`src/rtl/fifo_wr_arbiter.sv`:
```
// fifo_wr_arbiter: round-robin arbiter sharing one synchronous-FIFO write port
// among NUM_REQ producers, with burst ownership of up to MAX_BURST beats.
//
// Ports:
//   clk, rstn          clock, asynchronous active-low reset
//   i_req              per-requester valid, held with data until granted
//   i_data             requester data, slice k = [k*DATA_W +: DATA_W]
//   o_gnt              one-hot accept strobe (combinational, zero latency)
//   i_fifo_full        FIFO full: no beat is accepted
//   i_fifo_alm_full    FIFO almost-full: every accepted beat ends the turn
//   o_fifo_wren        FIFO write enable (combinational)
//   o_fifo_wrdata      FIFO write data (combinational)
//   o_busy             burst ownership active
//   o_owner            current or last owner index
//
// Optional (macro FIFO_WR_ARB_STATS_EN):
//   o_stat_cnt         16-bit wrapping grant counter per requester
//   o_stall_cnt        16-bit wrapping count of cycles a request is blocked by full
module fifo_wr_arbiter #(
  parameter int unsigned DATA_W    = 128,
  parameter int unsigned NUM_REQ   = 4,
  parameter int unsigned MAX_BURST = 4
) (
  input  logic                        clk,
  input  logic                        rstn,
  input  logic [NUM_REQ-1:0]          i_req,
  input  logic [NUM_REQ*DATA_W-1:0]   i_data,
  output logic [NUM_REQ-1:0]          o_gnt,
  input  logic                        i_fifo_full,
  input  logic                        i_fifo_alm_full,
  output logic                        o_fifo_wren,
  output logic [DATA_W-1:0]           o_fifo_wrdata,
  output logic                        o_busy,
  output logic [$clog2(NUM_REQ)-1:0]  o_owner
`ifdef FIFO_WR_ARB_STATS_EN
  ,
  output logic [NUM_REQ*16-1:0]       o_stat_cnt,
  output logic [15:0]                 o_stall_cnt
`endif
);

  localparam int unsigned PTR_W = $clog2(NUM_REQ);
  localparam int unsigned CNT_W = 8;

  typedef enum logic {
    S_IDLE  = 1'b0,
    S_BURST = 1'b1
  } state_e;

  state_e             state_q, state_d;
  logic [PTR_W-1:0]   rr_ptr_q, rr_ptr_d;
  logic [PTR_W-1:0]   owner_q, owner_d;
  logic [CNT_W-1:0]   beat_cnt_q, beat_cnt_d;

  logic [PTR_W-1:0]   sel;
  logic               found;
  logic               accept;
  logic               burst_end;

  // Index arithmetic modulo NUM_REQ (handles non-power-of-2 counts).
  function automatic logic [PTR_W-1:0] wrap_add(input logic [PTR_W-1:0] base,
                                                input int unsigned     off);
    int unsigned s;
    s = 32'(base) + off;
    if (s >= NUM_REQ) s = s - NUM_REQ;
    return PTR_W'(s);
  endfunction

  // State registers.
  always_ff @(posedge clk or negedge rstn) begin
    if (!rstn) begin
      state_q    <= S_IDLE;
      rr_ptr_q   <= '0;
      owner_q    <= '0;
      beat_cnt_q <= '0;
    end else begin
      state_q    <= state_d;
      rr_ptr_q   <= rr_ptr_d;
      owner_q    <= owner_d;
      beat_cnt_q <= beat_cnt_d;
    end
  end

  // Candidate selection, accept decision and next state.
  always_comb begin
    state_d    = state_q;
    rr_ptr_d   = rr_ptr_q;
    owner_d    = owner_q;
    beat_cnt_d = beat_cnt_q;
    sel        = rr_ptr_q;
    found      = 1'b0;

    if (state_q == S_BURST) begin
      // Only the owner is eligible during a burst.
      sel   = owner_q;
      found = i_req[owner_q];
    end else begin
      for (int unsigned i = 0; i < NUM_REQ; i++) begin
        if (!found && i_req[wrap_add(rr_ptr_q, i)]) begin
          sel   = wrap_add(rr_ptr_q, i);
          found = 1'b1;
        end
      end
    end

    accept    = found && !i_fifo_full;
    burst_end = ((beat_cnt_q + CNT_W'(1)) == CNT_W'(MAX_BURST)) || i_fifo_alm_full;

    case (state_q)
      S_IDLE: begin
        if (accept) begin
          owner_d = sel;
          if (burst_end) begin
            rr_ptr_d = wrap_add(sel, 1);
          end else begin
            state_d    = S_BURST;
            beat_cnt_d = CNT_W'(1);
          end
        end
      end
      S_BURST: begin
        if (!i_req[owner_q]) begin
          // Owner dropped: release with a one-cycle bubble.
          state_d    = S_IDLE;
          rr_ptr_d   = wrap_add(owner_q, 1);
          beat_cnt_d = '0;
        end else if (accept) begin
          if (burst_end) begin
            state_d    = S_IDLE;
            rr_ptr_d   = wrap_add(owner_q, 1);
            beat_cnt_d = '0;
          end else begin
            beat_cnt_d = beat_cnt_q + CNT_W'(1);
          end
        end
      end
      default: state_d = S_IDLE;
    endcase
  end

  // Write-port outputs are combinational; gating with rstn kills any beat
  // the moment reset asserts.
  always_comb begin
    o_gnt         = '0;
    o_fifo_wren   = 1'b0;
    o_fifo_wrdata = '0;
    if (rstn) begin
      o_fifo_wrdata = i_data[32'(sel)*DATA_W +: DATA_W];
      if (accept) begin
        o_gnt       = NUM_REQ'(1) << sel;
        o_fifo_wren = 1'b1;
      end
    end
  end

  assign o_busy  = (state_q == S_BURST);
  assign o_owner = owner_q;

`ifdef FIFO_WR_ARB_STATS_EN
  logic [NUM_REQ-1:0][15:0] stat_q, stat_d;
  logic [15:0]              stall_q, stall_d;

  // Per-requester grant counts and full-stall count, all wrapping.
  always_comb begin
    stat_d  = stat_q;
    stall_d = stall_q;
    for (int unsigned k = 0; k < NUM_REQ; k++) begin
      if (o_gnt[k]) stat_d[k] = stat_q[k] + 16'd1;
    end
    if (found && i_fifo_full) stall_d = stall_q + 16'd1;
  end

  always_ff @(posedge clk or negedge rstn) begin
    if (!rstn) begin
      stat_q  <= '0;
      stall_q <= '0;
    end else begin
      stat_q  <= stat_d;
      stall_q <= stall_d;
    end
  end

  assign o_stat_cnt  = stat_q;
  assign o_stall_cnt = stall_q;
`else
  // Statistics counters not built.
`endif

endmodule

```
`config.mk`:
```
export PLATFORM = sky130hd
export DESIGN_NAME = fifo_wr_arbiter
export DESIGN_NICKNAME = d
export VERILOG_FILES = /design/src/rtl/fifo_wr_arbiter.sv
export SDC_FILE = /design/constraint.sdc
export NUM_CORES = 1
export LEC_CHECK = 0
export ABC_AREA = 1
export BUFFER_PORTS_ARGS = -buffer_cell sky130_fd_sc_hd__buf_2
export CORE_AREA = 5 5 252 254
export DETAILED_ROUTE_END_ITERATION = 8
export DIE_AREA = 0 0 257 259
export GPL_TIMING_DRIVEN = 0
export PLACE_DENSITY = 0.39
export SLEW_MARGIN = 15
export SYNTH_ARGS = -nofsm -noshare
export SYNTH_HDL_FRONTEND = slang
export SYNTH_SLANG_ARGS = --single-unit
```
`constraint.sdc`:
```
create_clock -name clk -period 1.92 [get_ports clk]
set_input_delay 0.192 -clock clk [delete_from_list [all_inputs] [get_ports clk]]
set_output_delay 0.192 -clock clk [all_outputs]
set_load 0.005 [all_outputs]
```
==> metrics, run 1 <==
Clock Skews 0.001779 ns; clock tree sinks 13; cell count of the worst hold path 4; top cell type's share of synthesized area 0.4776; fmax 350.4 MHz; met3 GRT Util 0.02850; reg2reg start rr_ptr_q[0]; cts bufs inserted 3; CTS max path bufs 2; worst hold path class input port to register; IO Count 656; clock root cell clkbuf_16; hold endpoint o_busy; HP Start i_fifo_full; Ys Warns 0; CP endpoint kind output port; met2 usage 0.2827; max cap viols 0; Post-Synthesis Cells between 1000 and 1500; count of cell types in the netlist 23; sequential share of the synthesized area 0.04898; width of the chip around 260 um; Most Crowded Layer GR met2; layout cells sized above 1 0.5213; DP HPWL 48.53 mm; reg-to-reg endpoint rr_ptr_q[1]; Tcrit/Tclk final 1.486; unrepaired setup endpoints after global routing true; DRT iter0 DRCs 766; Netlist Area Pre-Place 0.006641 mm^2; Synth Area in Simple Gates 0.7046; FFs w/ async S/R, synth 1.000; fin nets 2689; antenna violations before repair 6; GRT overflow 0; Leak Pwr 7.498 nW; crit path max fanout 7; Antenna Nets Post-Route 0; Worst EP arrival 2.66 ns; TritonCTS clock tree done; top cells by area in the synthesized netlist nand2_1 48%, nand3_1 21%, a21oi_1 9.9%; Hold Vio Cnt, Final 0; DRC 0; via/cell ratio 4.223; gr usage total 0.1611; Final min period 2.854 ns; Post-Synth Adder-Cell Area 0.01130; largest family of logic cells by synthesized area simple AND/OR/NAND/NOR gates; Avg WL per Cell 20.37 um; FF+latch count, synth 13; Max-Slew Margin vs Limit 0.2989; Worst Setup Slack, final -0.9339 ns; mux cell area share after synthesis 0; number of flops mapped to enable cells by yosys 0; # port buffers approximately 660; failing checks setup timing; vias in the first global route 12055; reg-to-reg setup timing slack -0.50 ns; Die Y between 200 and 300 um; crit start category register; xor/xnor share of the synthesized area 0.007913; post-route setup TNS -113.20 ns; Slew Limit Fails 0; power density over cell area about 2500 mW/mm^2; Worst EP required approximately 1.7 ns; critical path startpoint rr_ptr_q[0]; Post-Route WL 60.19 mm; first-pass GRT wire length approximately 82 mm; top_reg_cell synth dfrtp_1; Syn Nets 1989; Place WS -1.281 ns; Initial Util 0.1088; worst r2r path cells 17; compound-gate portion of the synthesized area 0.1085; via count 12480; Worst Tran Pin Value 1.052 ns; Clock Latency Late Sink 0.24 ns; Yosys top cell by area nand2_1; pin count of the biggest net entering global routing 14; row count 91; synthesized area per cell 4.540 um^2; Clock transition at path regs about 0.050 ns; GR Layer Usage met1 0.2060; placer congestion estimate 0.9024; setup violators final 143; Crit Path Class register to output port; H-tree levels 1; Core Footprint roughly 0.06 mm^2; Peak VDD IR 0.9445 mV; TritonRoute pass-1 iters 5; area growth from synthesis to layout 104.3%; full die area 0.06656 mm^2; outcome finished, violations left
## worst max-delay path by stage
stage / cells after the start / endpoint / slack [ns]
after floorplan: 18 / o_gnt[0] / -0.14
after global placement: 8 / o_fifo_wrdata[39] / -1.48
after detailed placement: 18 / o_fifo_wrdata[43] / -1.28
after CTS: 19 / o_fifo_wrdata[2] / -0.99
after global routing: 20 / o_fifo_wrdata[39] / -1.10
final: 20 / o_fifo_wrdata[85] / -0.93
## report_power, final
group	total (W)	internal (W)	leakage, nW	switching (W)
logic	0.0336	0.0140	7.29	0.0195
registers	0.000440	0.000349	0.170	0.0000913
clock network	0.000395	0.000280	0.0382	0.000115
total	0.0344	0.0146	7.50	0.0197
## metrics by stage
stage	area, um^2	cells	power, W	util	hold WS, ns
2_1_floorplan	7167	1463	0.01580	-	-0.1036
3_3_place_gp	11430	2908	0.02581	0.1873	0.1230
3_5_place_dp	11440	2908	0.02560	0.1874	0.1252
4_1_cts	12680	2939	0.03138	0.2078	0.2666
5_1_grt	13570	2955	0.03722	0.2223	0.2839
6_report	13570	2955	0.03439	0.2223	0.2706
## cell usage after synthesis, types with 6 or more instances
library cell and instances:
buf_6 7, ha_1 6, nor2_1 8, inv_1 18, nand2_1 845, buf_4 23
dfrtp_1 13, clkbuf_1 45, nand4_1 6, o21ai_0 12, buf_2 53, a21oi_1 132
nand3_1 275
## final cells by class
cell class	count	area, um^2
Tap cell	790	988.4
Multi-Input combinational cell	1299	6704
Sequential cell	13	326.6
Inverter	22	90.09
Timing Repair Buffer	701	4093
Buffer	123	1280
Clock buffer	4	78.83
Antenna cell	3	7.507
Fill cell	7269	47460
## critical path: stages, from the launching register on
cell	delay, ns
dfrtp_1	0.40
inv_2	0.08
buf_6	0.13
nand2_2	0.05
nand2_2	0.08
nand2_2	0.07
nand2_4	0.10
nand2_2	0.05
nand2_1	0.06
nand2_1	0.06
nand2_2	0.08
nand3_4	0.12
nand2_8	0.12
buf_12	0.14
buf_16	0.17
buf_8	0.14
nand2_2	0.04
nand2_1	0.05
nand2_1	0.06
a21oi_2	0.19
buf_2	0.17
## routing by layer
layer  vias up  part of all wire
met5         -           0.00068
met4         6             0.025
met3        69             0.066
met2       540              0.49
met1      5749              0.42
li1       6116                 -
## placed cells by master (no fill, tap or decap), types with 10 or more instances in the layout
| master | instances |
|---|---|
| a21oi_2 | 126 |
| buf_12 | 26 |
| buf_2 | 652 |
| buf_4 | 20 |
| buf_6 | 40 |
| buf_8 | 19 |
| clkbuf_1 | 32 |
| clkbuf_16 | 13 |
| clkbuf_2 | 11 |
| dfrtp_1 | 12 |
| inv_1 | 17 |
| nand2_1 | 667 |
| nand2_2 | 150 |
| nand2_4 | 31 |
| nand3_1 | 267 |
| o21ai_0 | 10 |
## flip-flops by register name, indices dropped and copies added, names as in the netlist
register / cells
beat_cnt_q: 8
o_busy: 1
o_owner: 2
rr_ptr_q: 2
## cells by family after synthesis
kind of cell             after synthesis
AO/OA/AOI/OAI                        144
XOR/XNOR                               6
adder cells (fa/ha/maj)                6
buffers and inverters                151
flip-flops                            13
AND/OR/NAND/NOR                     1143
## timing repair
| item | in CTS | in global routing |
|---|---|---|
| hold endpoints to repair | 13 | 0 |
| setup endpoints to repair | 146 | 146 |
| pin swaps | 35 | 68 |
| gates cloned | 8 | 10 |
| hold buffers | 1 | 0 |
| buffers inserted | 22 | 7 |
| gates resized for setup | 242 | 203 |
Note: power is estimated with default switching activity, not from simulation.
==> run 2: changes to the inputs <==
Settings changed: ABC_AREA 1 to default, CORE_AREA 5 5 252 254 to 5 5 255 257, DIE_AREA 0 0 257 259 to 0 0 260 262, PLACE_DENSITY 0.39 to 0.36.
==> run 2 against run 1 <==
- the run still ends with setup timing left
- critical path depth fell by 9
- non-clock buffer count fell by 59
- final area fell by 16%
- maximum frequency rose by 10%
- largest cell class is now buffers
==> metrics, run 2 <==
Slew Limit Fails 0 (unchanged); clock root cell clkbuf_16; Post-synth top cells 256 x mux2i_1, 130 x o22ai_1, 29 x buf_2; Antenna Nets Post-Route 0 (unchanged); number of flops mapped to enable cells by yosys 0 (unchanged); area growth from synthesis to layout 125.6%; commonest non-fill, non-tap cell in the layout buf_2; crit path max fanout 6 (-1); Peak VDD IR 0.8271 mV (-12%); full die area 0.06812 mm^2 (+2.3%); FF+latch count, synth 13 (unchanged); Clock Skews 0.002264 ns (+0.0004848 ns); Yosys top cell by area mux2i_1; Post-Route WL 43.32 mm (-28%); IO Count 656 (unchanged); Critical Path Max Stage Delay 0.42 ns (+0.02 ns); gr usage total 0.1069 (-0.05416); Tcrit/Tclk final 1.350 (-0.1361); clock tree sinks 13 (unchanged); fmax 385.7 MHz (+10%); HP Start i_fifo_alm_full; row count 92 (+1.1%); CTS max path bufs 2 (unchanged); top_reg_cell synth dfrtp_1; # port buffers 654 (-0.15%); antenna violations before repair 6 (unchanged); Crit Path Class register to output port; worst r2r path cells 9 (-8); power density over cell area 1294 mW/mm^2 (-49%); worst hold path class input port to register; Avg WL per Cell 20.46 um (+0.46%); failing checks setup timing; reg-to-reg endpoint rr_ptr_q[1]; hold endpoint beat_cnt_q[0]; cell count of the worst hold path 4 (unchanged); commonest non-fill, non-tap cells in the layout 638 x buf_2, 205 x mux2i_1, 104 x o22ai_1; Worst EP arrival 2.40 ns (-0.26 ns); Biggest register beat_cnt_q; placer congestion estimate 0.8717 (-3.4%); vias in the first global route 7838 (-35%); synthesized area per cell 9.057 um^2 (+100%); Leak Pwr 5.610 nW (-25%); Worst EP required 1.73 ns (about the same); layout cells sized above 1 0.6938 (+0.1725); cell with the largest stage delay on the worst path dfrtp_1; max cap viols 0 (unchanged); fin nets 1794 (-33%); TritonCTS clock tree done; Final min period 2.593 ns (-0.2612 ns); top cells by area in the synthesized netlist mux2i_1 51%, o22ai_1 16%, buf_12 8.7%; outcome finished, violations left; count leader, synth mux2i_1; width of the chip 260 um (+1.2%); register area 329.1 um^2 (+0.77%); Worst Tran Pin Value 0.6946 ns (-0.3570 ns); DP HPWL 35.77 mm (-26%); Multi-input gate area 0.004873 mm^2 (-27%); TritonRoute pass-1 iters 4 (-1); fill cell count 7165 (-1.4%); Die Y 262 um (+1.2%); Syn Nets 1084 (-46%); H-tree levels 1 (unchanged); sequential share of the synthesized area 0.06437 (+0.01539); reg2reg start rr_ptr_q[0]; Worst Setup Slack, final -0.6727 ns (+0.2612 ns); reg-to-reg setup timing slack -0.19 ns (+0.31 ns); setup violators final 133 (-7.0%); critical path, cell by cell or2b_1 > a21oi_2 > o31ai_2 > buf_6 > buf_12 > buf_4 > buf_12 > clkbuf_16 > mux2i_2 > o22ai_2 > buf_2; DRC 0 (unchanged); GRT overflow 0 (unchanged); Clock transition at path regs 0.05 ns (about the same); Netlist Area Pre-Place 0.005054 mm^2 (-24%); top cell type's share of synthesized area 0.5071 (+0.02948); Ys Warns 0 (unchanged); via/cell ratio 3.644 (-14%); max FFs per register 8 (unchanged); pin count of the biggest net entering global routing 14 (unchanged); Hold Vio Cnt, Final 0 (unchanged); unrepaired setup endpoints after global routing true; Core Footprint 0.06250 mm^2 (+2.4%); Clock Latency Late Sink 0.25 ns (about the same); via count 7715 (-38%); Initial Util 0.08085 (-0.02797); count of cell types in the netlist 46 (+100%); DRT iter0 DRCs 327 (-57%); CP endpoint kind output port; final hold slack 0.3030 ns (+0.03241 ns); Max-Slew Margin vs Limit 0.5354 (+0.2365); FFs w/ async S/R, synth 1.000 (unchanged); cts bufs inserted 3 (unchanged); crit start category register; first-pass GRT wire length 54.40 mm (-33%); Post-Synthesis Cells 558 (-62%); most numerous cell on the critical path buf_12; final core utilization 0.1824 (-0.03996)
run 2: cell types whose count changed in the layout (fill, tap and decap cells not counted), moves of 15 or more:
cell	delta
mux2i_2	+21
buf_8	-15
o22ai_1	+104
mux2i_4	+30
nand3_1	-262
mux2i_1	+205
nand2_1	-660
clkbuf_1	-31
buf_6	-15
o22ai_2	+22
buf_4	+25
nand2_4	-29
nand2_2	-150
a21oi_2	-125
run 2: cell type report:
type	instances	share of cell area
Antenna cell	4	0.0008782
Timing Repair Buffer	706	0.3618
Inverter	7	0.002305
Clock inverter	1	0.0004391
Tap cell	846	0.09287
Sequential cell	13	0.02887
Clock buffer	3	0.006586
Multi-Input combinational cell	478	0.4276
Buffer	59	0.07870
run 2: cells by family after synthesis:
logic type	share of synthesized area
buf+inv	0.1367
flops	0.06437
compound gates	0.2077
mux	0.5204
simple gates	0.05595
fa+ha+maj	0.01485
run 2: layer usage:
metal	track usage	share of wire
met5	0	0.00030
met4	0.03185	0.033
met3	0.01355	0.072
met2	0.1913	0.50
met1	0.1345	0.40
run 2: stage by stage:
step | cell area (um^2) | TNS [ns] | total power (W) | std cells | setup WS (ns)
floorplan | 5070 | -0.01286 | 0.006696 | 558 | -0.01286
global placement | 9402 | -80.77 | 0.01068 | 2058 | -0.8250
finish | 11400 | -75.73 | 0.01476 | 2117 | -0.6727
detailed placement | 9402 | -82.56 | 0.01073 | 2058 | -0.8239
global route | 11400 | -94.30 | 0.01566 | 2117 | -0.8077
CTS | 10360 | -73.09 | 0.01297 | 2077 | -0.6564
run 2: power by group:
| part | leakage [nW] | switching, W | internal [W] |
|---|---|---|---|
| sequential | 0.166 | 0.000101 | 0.000343 |
| clock | 0.0409 | 0.000136 | 0.000279 |
| combinational | 5.40 | 0.00643 | 0.00747 |
run 2: critical path: cells and delay by family, from the launching register on:
kind,cells,cell delay (ns)
flip-flops,1,0.42
AO/OA/AOI/OAI,3,0.44
multiplexers,1,0.15
buffers and inverters,6,0.86
AND/OR/NAND/NOR,1,0.28
run 2: repair_timing:
item / CTS / global route
setup buffers: 9 / 28
hold endpoints to repair: 13 / 0
pin swaps: 2 / 42
hold buffers: 1 / 0
resized for setup: 145 / 111
setup endpoints to repair: 142 / 142
gates cloned: 5 / 11
run 2: worst max path at each step:
stage,from,end,slack [ns],cells past startpoint
floorplan,beat_cnt_q[0],rr_ptr_q[0],-0.01,6
global placement,o_busy,o_fifo_wrdata[86],-0.83,7
detailed placement,rr_ptr_q[0],o_fifo_wrdata[105],-0.82,8
CTS,rr_ptr_q[1],o_fifo_wrdata[91],-0.66,9
global route,rr_ptr_q[1],o_fifo_wrdata[98],-0.81,10
finish,rr_ptr_q[0],o_fifo_wrdata[14],-0.67,11
==> run 3: changes to the inputs <==
Settings changed: CELL_PAD_IN_SITES_DETAIL_PLACEMENT from default to 0, CELL_PAD_IN_SITES_GLOBAL_PLACEMENT from default to 2, CORE_AREA 5 5 255 257 to 5 5 249 251, DIE_AREA 0 0 260 262 to 0 0 254 256, PLACE_DENSITY 0.36 to 0.6.
==> run 3 against run 2 <==
- first-iteration DRC count up 2.8%
- register-to-register slack lost 0.04 ns
- highest routed layer is now met4
- die area shrank 4.5%
- clock power barely moved
- the run still ends with setup timing left
- final cell count fell by 3.3%
- maximum frequency increased by 0.35%
- power rose by 0.88%
- combinational power is essentially flat
- sequential power fell by 2%
- critical endpoint is now o_fifo_wrdata[117]
- worst hold slack improved by 0.0030 ns
- sequential share of layout area is essentially flat
- largest cell class is now multi-input gates
- critical path depth is 1 lower
==> metrics, run 3 (synthesis gave the netlist of run 2 again) <==
vias in the first global route 7901 (+0.80%); Slew Limit Fails 0 (unchanged); pin count of the biggest net entering global routing 14 (unchanged); Hold Vio Cnt, Final 0 (unchanged); via/cell ratio 3.818 (+4.8%); Peak VDD IR 0.6255 mV (-24%); power density over cell area 1310 mW/mm^2 (+1.2%); crit start category register; antenna violations before repair 11 (+5); P_sw 0.006871 W (+3.1%); placer congestion estimate 0.8919 (+2.3%); cell count of the worst hold path 4 (unchanged); clock root cell clkbuf_16; via count 7820 (+1.4%); TritonRoute pass-1 iters 5 (+1); CTS max path bufs 2 (unchanged); unrepaired setup endpoints after global routing true; first-pass GRT wire length 59.76 mm (+9.9%); cts bufs inserted 3 (unchanged); GRT overflow 0 (unchanged); Initial Util 0.08468 (+0.003824); Clk pwr share 0.028 (about the same); cell area after layout 0.01136 mm^2 (-0.32%); outcome finished, violations left; DRC 0 (unchanged); post-route setup TNS -75.25 ns (+0.4764 ns); Die Y 256 um (-2.3%); Switching Share 0.4616 (+0.009754); Worst EP arrival 2.39 ns (about the same); final hold slack 0.3060 ns (+0.002966 ns); row count 90 (-2.2%); commonest non-fill, non-tap cells in the layout 649 x buf_2, 188 x mux2i_1, 105 x o22ai_1; gr usage total 0.1253 (+0.01845); crit path max fanout 8 (+2); critical path startpoint rr_ptr_q[0]; # port buffers 654 (unchanged); Clock Skews 0.005064 ns (+0.002800 ns); IO Count 656 (unchanged); max cap viols 0 (unchanged); DP HPWL 39.22 mm (+9.7%); worst hold path class input port to register; Area after DPL 0.009321 mm^2 (-0.85%); Clock Latency Late Sink 0.25 ns (about the same); Worst Setup Slack, final -0.6636 ns (+0.009092 ns); Power Total 0.01488 W (+0.88%); reg2reg start rr_ptr_q[0]; commonest non-fill, non-tap cell in the layout buf_2; HP Start i_fifo_alm_full; internal power 0.008014 W (-0.92%); worst r2r path cells 9 (unchanged); Crit Path Class register to output port; Biggest register beat_cnt_q; Max-Slew Margin vs Limit 0.4902 (-0.04521); CP endpoint kind output port; Clock transition at path regs 0.05 ns (about the same); Comb pwr share 0.943 (about the same); fin nets 1788 (-0.33%); TritonCTS clock tree done; Worst EP required 1.73 ns (about the same); area growth from synthesis to layout 124.8%; clock tree sinks 13 (unchanged); H-tree levels 1 (unchanged); Antenna Nets Post-Route 0 (unchanged); Post-Route WL 46.73 mm (+7.9%); failing checks setup timing; Avg WL per Cell 22.82 um (+12%); Core Footprint 0.05968 mm^2 (-4.5%); Leak Pwr 5.505 nW (-1.9%); setup violators final 136 (+2.3%); width of the chip 254 um (-2.3%); Worst Tran Pin Value 0.7588 ns (+0.06427 ns); Final min period 2.584 ns (-0.009092 ns); max FFs per register 8 (unchanged); full die area 0.06502 mm^2 (-4.5%); layout cells sized above 1 0.7010 (+0.007266); DRT iter0 DRCs 336 (+2.8%); Reg power frac 0.029 (about the same); Tcrit/Tclk final 1.346 (-0.004735); fmax 387.1 MHz (+0.35%)
==> run 3: cell types whose count changed in the layout (fill, tap and decap cells not counted), moves of 2 or more <==
| cell | previous run | this run |
|---|---|---|
| nand2_4 | 2 | 0 |
| a21oi_4 | 3 | 1 |
| buf_12 | 30 | 26 |
| o22ai_2 | 22 | 15 |
| mux2i_1 | 205 | 188 |
| o21ai_0 | 4 | 2 |
| buf_2 | 638 | 649 |
| o21ai_1 | 4 | 7 |
| buf_6 | 25 | 15 |
| o22ai_4 | 4 | 10 |
| a21oi_2 | 1 | 3 |
| mux2i_4 | 30 | 47 |
| buf_4 | 45 | 42 |
==> run 3: path summary, 6_finish.rpt <==
check | end | slack, ns
worst max-delay path | o_fifo_wrdata[117] | -0.66
worst min-delay path | beat_cnt_q[0] | 0.31
worst max register to register | rr_ptr_q[1] | -0.23
worst min register to register | beat_cnt_q[6] | 0.57
max in group asynchronous | rr_ptr_q[1] | 0.76
min in group asynchronous | beat_cnt_q[7] | 0.69
==> run 3: stage by stage <==
stage                     utilization  setup slack [ns]  std cells
after floorplan                     -          -0.01286        558
after global placement         0.1562           -0.9081       1994
after detailed placement       0.1562           -0.9083       1994
after CTS                      0.1763           -0.6577       2026
after global routing           0.1903           -0.7419       2045
final                          0.1904           -0.6636       2048
==> run 3: per-layer routing <==
layer,global-route usage,vias up,wire length (um)
met5,0,-,0
met4,0.02029,0,993
met3,0.01931,44,3200
met2,0.2329,382,23890
met1,0.1540,3739,18650
li1,-,3655,-
==> run 3: layout make-up <==
class / count / area, um^2
Clock buffer: 4 / 78.83
Tap cell: 782 / 978.4
Timing Repair Buffer: 701 / 4061
Sequential cell: 13 / 330.3
Multi-Input combinational cell: 479 / 5104
Buffer: 57 / 770.7
Inverter: 7 / 26.28
Antenna cell: 5 / 12.51
Fill cell: 6783 / 48320
==> run 3: worst max-delay path, stage by stage, from the launching register on <==
cell and delay [ns]:
dfrtp_1 0.42, or2b_1 0.28, a21oi_2 0.17, o31ai_2 0.09, buf_6 0.16, buf_16 0.16, buf_12 0.15, buf_12 0.14
mux2i_4 0.18, o22ai_2 0.21, buf_2 0.16
==> run 3: timing repair <==
item	in CTS	in global routing
setup endpoints to repair	142	142
endpoints found under the hold margin	13	0
pin swaps	20	53
setup buffers	23	8
gates resized for setup	168	94
hold buffers	1	0
gates cloned	4	12
==> run 3: power groups by stage <==
stage | Combinational [W] | Sequential (W) | Clock (W)
2_1_floorplan | 0.00629 | 0.000409 | 0
3_3_place_gp | 0.0104 | 0.000431 | 0
3_5_place_dp | 0.0105 | 0.000432 | 0
4_1_cts | 0.0127 | 0.000426 | 0.000416
5_1_grt | 0.0148 | 0.000446 | 0.000428
6_report | 0.0140 | 0.000435 | 0.000411
